<file path="src/rtl/game_pkg.sv">
// Shared definitions for the brick-game controller: state codes and parameter defaults.
package game_pkg;

    // State codes are visible on the state output, so they are fixed explicitly.
    typedef enum logic [2:0] {
        StIdle   = 3'd0,
        StServe  = 3'd1,
        StPlay   = 3'd2,
        StLost   = 3'd3,
        StOver   = 3'd4,
        StWin    = 3'd5,
        StPaused = 3'd6
    } game_state_e;

    localparam int unsigned LIVES_INIT_DEF  = 3;
    localparam int unsigned SERVE_TICKS_DEF = 60;

endpackage

</file>
<file path="src/rtl/serve_delay.sv">
// Serve delay counter: counts tick pulses and flags the SERVE_TICKS-th one.
// done is combinational so the controller can leave SERVE on the very edge of that tick.
module serve_delay
    import game_pkg::*;
#(
    parameter int unsigned SERVE_TICKS = SERVE_TICKS_DEF
) (
    input  logic clock,
    input  logic reset,
    input  logic clear,
    input  logic tick,
    output logic done
);

    localparam int unsigned CntW = (SERVE_TICKS > 1) ? $clog2(SERVE_TICKS) : 1;

    logic [CntW-1:0] cnt_q;
    logic            last;

    assign last = (cnt_q == CntW'(SERVE_TICKS - 1));
    assign done = tick & ~clear & last;

    // Count ticks while enabled; wrap to zero on the final tick.
    always_ff @(posedge clock) begin
        if (reset || clear) begin
            cnt_q <= '0;
        end else if (tick) begin
            cnt_q <= last ? '0 : cnt_q + 1'b1;
        end
    end

endmodule

</file>
<file path="src/rtl/game_ctrl.sv">
// Brick-game flow controller: serve, play, life loss, game over / win, optional pause.
// Optional pause support is enabled by defining GAME_PAUSE_EN.
module game_ctrl
    import game_pkg::*;
#(
    parameter int unsigned LIVES_INIT  = LIVES_INIT_DEF,
    parameter int unsigned SERVE_TICKS = SERVE_TICKS_DEF,
    parameter int unsigned SCORE_W     = 10
) (
    input  logic               clock,
    input  logic               reset,
    input  logic               start,
    input  logic               pause,
    input  logic               tick,
    input  logic               miss,
    input  logic               brick_hit,
    input  logic               cleared,
    output logic               ball_rst,
    output logic               ball_run,
    output logic [1:0]         lives,
    output logic [SCORE_W-1:0] score,
    output logic               endgame,
    output logic               win,
    output logic [2:0]         state
);

    game_state_e        state_q;
    logic               ball_rst_q;
    logic               ball_run_q;
    logic [1:0]         lives_q;
    logic [SCORE_W-1:0] score_q;
    logic               endgame_q;
    logic               win_q;
    logic               serve_done;

`ifndef GAME_PAUSE_EN
    logic unused_pause;
    assign unused_pause = pause;
`endif

    // Counter is held cleared outside SERVE so stray ticks never accumulate.
    serve_delay #(
        .SERVE_TICKS(SERVE_TICKS)
    ) u_serve_delay (
        .clock(clock),
        .reset(reset),
        .clear(state_q != StServe),
        .tick (tick),
        .done (serve_done)
    );

    // Game FSM with all outputs registered alongside the state.
    always_ff @(posedge clock) begin
        if (reset) begin
            state_q    <= StIdle;
            ball_rst_q <= 1'b0;
            ball_run_q <= 1'b0;
            lives_q    <= 2'd0;
            score_q    <= '0;
            endgame_q  <= 1'b0;
            win_q      <= 1'b0;
        end else begin
            ball_rst_q <= 1'b0;
            unique case (state_q)
                StIdle, StOver, StWin: begin
                    if (start) begin
                        state_q    <= StServe;
                        lives_q    <= 2'(LIVES_INIT);
                        score_q    <= '0;
                        ball_rst_q <= 1'b1;
                        ball_run_q <= 1'b0;
                        endgame_q  <= 1'b0;
                        win_q      <= 1'b0;
                    end
                end
                StServe: begin
                    if (serve_done) begin
                        state_q    <= StPlay;
                        ball_run_q <= 1'b1;
                    end
                end
                StPlay: begin
                    // Score counts even when the same cycle ends the rally.
                    if (brick_hit && (score_q != '1)) begin
                        score_q <= score_q + 1'b1;
                    end
                    if (cleared) begin
                        state_q    <= StWin;
                        ball_run_q <= 1'b0;
                        endgame_q  <= 1'b1;
                        win_q      <= 1'b1;
                    end else if (miss) begin
                        ball_run_q <= 1'b0;
                        if (lives_q > 2'd1) begin
                            lives_q    <= lives_q - 2'd1;
                            state_q    <= StLost;
                            ball_rst_q <= 1'b1;
                        end else begin
                            lives_q   <= 2'd0;
                            state_q   <= StOver;
                            endgame_q <= 1'b1;
                        end
                    end
`ifdef GAME_PAUSE_EN
                    else if (pause) begin
                        state_q    <= StPaused;
                        ball_run_q <= 1'b0;
                    end
`endif
                end
                StLost: begin
                    state_q <= StServe;
                end
                StPaused: begin
`ifdef GAME_PAUSE_EN
                    if (pause) begin
                        state_q    <= StPlay;
                        ball_run_q <= 1'b1;
                    end
`else
                    state_q <= StIdle;
`endif
                end
                default: begin
                    state_q <= StIdle;
                end
            endcase
        end
    end

    assign ball_rst = ball_rst_q;
    assign ball_run = ball_run_q;
    assign lives    = lives_q;
    assign score    = score_q;
    assign endgame  = endgame_q;
    assign win      = win_q;
    assign state    = state_q;

endmodule
</file>
<file path="config.mk">
export PLATFORM = sky130hd
export DESIGN_NAME = game_ctrl
export DESIGN_NICKNAME = d
export VERILOG_FILES = /design/src/rtl/game_pkg.sv /design/src/rtl/serve_delay.sv /design/src/rtl/game_ctrl.sv
export SDC_FILE = /design/constraint.sdc
export NUM_CORES = 1
export LEC_CHECK = 0
export ABC_AREA = 1
export BUFFER_PORTS_ARGS = -buffer_cell sky130_fd_sc_hd__buf_4
export CAP_MARGIN = 20
export CORE_AREA = 2 2 51 63
export DETAILED_ROUTE_END_ITERATION = 12
export DIE_AREA = 0 0 53 65
export PLACE_DENSITY = 0.76
export SKIP_LAST_GASP = 1
export SYNTH_ARGS = -nofsm -noshare
export SYNTH_HDL_FRONTEND = slang
export SYNTH_SLANG_ARGS = --single-unit
export TNS_END_PERCENT = 50
</file>
<file path="constraint.sdc">
create_clock -name clock -period 2.3 [get_ports clock]
set_input_delay 0.46 -clock clock [delete_from_list [all_inputs] [get_ports clock]]
set_output_delay 0.46 -clock clock [all_outputs]
set_load 0.005 [all_outputs]
</file>
==> key figures <==
Outcome
  – Status: finished clean

STA
  – Final Cycle Share: ~72%
  – TNS Setup: 0 ns
  – Max frequency: 603 MHz
  – Final slew viol count: 0
  – Setup violations, final: 0
  – Worst-Margin Slew: about 0.35 ns
  – Clk_skew: 0.00510 ns
  – RSZ-0062 raised after global routing: no
  – Hold Fails Final Rpt: 0
  – Final min period: between 1.5 and 2 ns
  – Max-slew headroom: 76.7%
  – Smallest hold slack: between 0.3 and 0.4 ns

Yosys
  – Sequential share of the synthesized area: roughly a third
  – Yosys Warn Count: 0
  – Mapped Area: 1490 µm²
  – Distinct cell type count after synthesis: 30
  – Avg Cell Area, Syn: 6.75 µm²
  – #FFs+latches synth: 25
  – Syn_nets: 231
  – Mapped Cells: about 220

Clocking
  – Max Root-Sink Buffers: 2
  – Cts repair resizes: 0
  – Insertion delay to the later sink of the worst-skew pair: between 0.3 and 0.4 ns
  – H-tree lvl count: 1
  – Hold_buf cts: 0
  – Post-CTS setup buffer count: 0
  – CTS tree: done
  – Clk pin slew, worst setup/hold paths: 0.13 ns
  – Clock root buffer: clkbuf_4
  – CTS Buf Count: 3
  – Clk sinks: 25

Route
  – Vias per cell: 4.91
  – DRT Wirelength: 2940 µm
  – 1st-pass router iterations: 4
  – Post-route ant nets: 0
  – WL per Instance: 10.5 µm
  – Residual DRC: 0
  – Drt initial violations: 24
  – Via Count: 1379

Global route
  – First-pass GRT wire length: just over 5000 µm
  – Antenna violations before repair: 0
  – Vias in the first global route: ~1.3k
  – GRT Total Usage: approximately a fifth
  – Largest net degree at the start of global routing: 14
  – GRT Residual Overflow: 0

Floorplan
  – Boundary Pins: 27
  – Die Width: 53 µm
  – Row count: 22
  – Die ar.: 3450 µm²
  – Core Box Area: 2890 µm²
  – Starting density of the core: between 50% and 60%
  – Die Ht: 65 µm

Power and ir drop
  – Combinational share of power: 51.6%
  – Power density over cell area: roughly 1000 nW/µm²
  – Leakage: 0.807 nW
  – Final Total Pwr: 0.00177 W
  – Clock group share of total power: 11.3%
  – Sequential power share: 37.1%
  – Internal power: 0.000999 W
  – Switching Fraction: 43.5%
  – Max VDD drop: about 560 µV
  – Total net switching power: 0.000770 W

Layout
  – Antenna cell count: 0
  – Share of cells above drive strength 1: 25.7%
  – Most frequent cells in the layout: nand2_1 (53), nor2_1 (33), inv_1 (25), dfxtp_1 (25), buf_4 (25)
  – Most common cell after layout, fill and taps aside: nand2_1
  – Fin nets: around 260
  – Area added between synthesis and finish: 14.4%

Critical path
  – Worst Path Required: around 2.5 ns
  – Setup CP Type: reg2reg
  – CP arrival: 1.89 ns
  – CP Capture Type: flop
  – Worst R2R Path Depth: 10
  – Reg2Reg Setup Slack: 0.64 ns
  – CP max FO: 12
  – Startpoint types: flop

Placement
  – GPL Wtd Cong: 0.897
  – Post-DP HPWL: 2320 µm
  – I/O Buffers: 25

Flow run
  – Maxcap violations: 0

Hold path
  – Hold WC Path Type: in2reg
  – Hold path cells: 2
[sequential cells by signal, summed over array words and instances (netlist names)]
signal / cells
score: 10
u_serve_delay.cnt_q: 6
state: 3
lives: 2
ball_rst: 1
ball_run: 1
endgame: 1
win: 1
[worst paths after layout]
kind / end / start
max: score[6] / score[0]
min: score[3] / reset
max reg2reg: score[6] / score[0]
min reg2reg: endgame / endgame
[cells in the mapped netlist]
cell type | instances | area (µm²)
a21oi_1 | 9 | 45.0
a21oi_2 | 2 | 17.5
buf_2 | 2 | 10.0
buf_4 | 1 | 7.51
buf_6 | 1 | 11.3
buf_8 | 1 | 15.0
dfxtp_1 | 25 | 500
ha_1 | 2 | 25.0
inv_1 | 25 | 93.8
inv_2 | 6 | 22.5
inv_4 | 1 | 6.26
mux2i_1 | 1 | 10.0
nand2_1 | 53 | 199
nand2_2 | 7 | 43.8
nand2_4 | 2 | 22.5
nand3_1 | 16 | 80.1
nand3_2 | 6 | 60.1
nand3_4 | 1 | 17.5
nor2_1 | 33 | 124
nor2_2 | 3 | 18.8
nor2_4 | 2 | 22.5
nor3_1 | 4 | 20.0
o211a_1 | 1 | 10.0
o21a_1 | 1 | 7.51
o21ai_0 | 6 | 30.0
o21ai_1 | 1 | 5.00
o21ba_2 | 1 | 10.0
o21bai_1 | 2 | 15.0
or2_2 | 4 | 25.0
xor2_1 | 2 | 17.5
[per-stage QoR]
stage	instance area, µm²	util, %	cells	setup WS [ns]
2_1_floorplan	1490	-	221	0.927
6_report	1710	59.1	281	0.641
4_1_cts	1710	59.1	281	0.618
3_5_place_dp	1680	58.2	277	0.639
3_3_place_gp	1680	58.2	277	0.688
5_1_grt	1710	59.1	281	0.483
[logic make-up after synthesis]
family | count (synthesis) | synth area share [%]
buffers and inverters | 37 | 11.1
adders and majority gates | 2 | 1.68
and+or+nand+nor | 131 | 42.4
muxes | 1 | 0.671
xor gates and xnor gates | 2 | 1.17
AOI/OAI and AO/OA | 23 | 9.39
DFF | 25 | 33.5
[layer usage]
| layer | global-route usage (%) | wire [µm] |
|---|---|---|
| met4 | 10.3 | 68 |
| met5 | 0 | 0 |
| met3 | 2.53 | 79 |
| met2 | 35.0 | 1500 |
| met1 | 21.0 | 1290 |
[power by group through the flow]
stage	sequential [W]	combinational (W)	clock, W
2_1_floorplan	0.000661	0.000686	0
3_3_place_gp	0.000664	0.000903	0
3_5_place_dp	0.000669	0.000926	0
4_1_cts	0.000658	0.000927	0.000209
5_1_grt	0.000675	0.00104	0.000224
6_report	0.000657	0.000912	0.000200
[cell type report]
cell class	count	area [µm²]
Clock buffer	4	26.3
Fill cell	316	1180
Inverter	32	123
Multi-Input combinational cell	159	826
Sequential cell	25	500
Tap cell	36	45.0
Timing Repair Buffer	25	188
[worst max-delay path: stages, from the launching register on]
cell	delay, ns
dfxtp_1	0.42
ha_1	0.20
nand2_2	0.09
nor2_4	0.14
nand3_1	0.07
nand2_1	0.07
nand2_2	0.17
nand2_2	0.19
inv_2	0.07
nor2_1	0.09
nor2_1	0.05
Note: power is estimated with default switching activity, not from simulation.
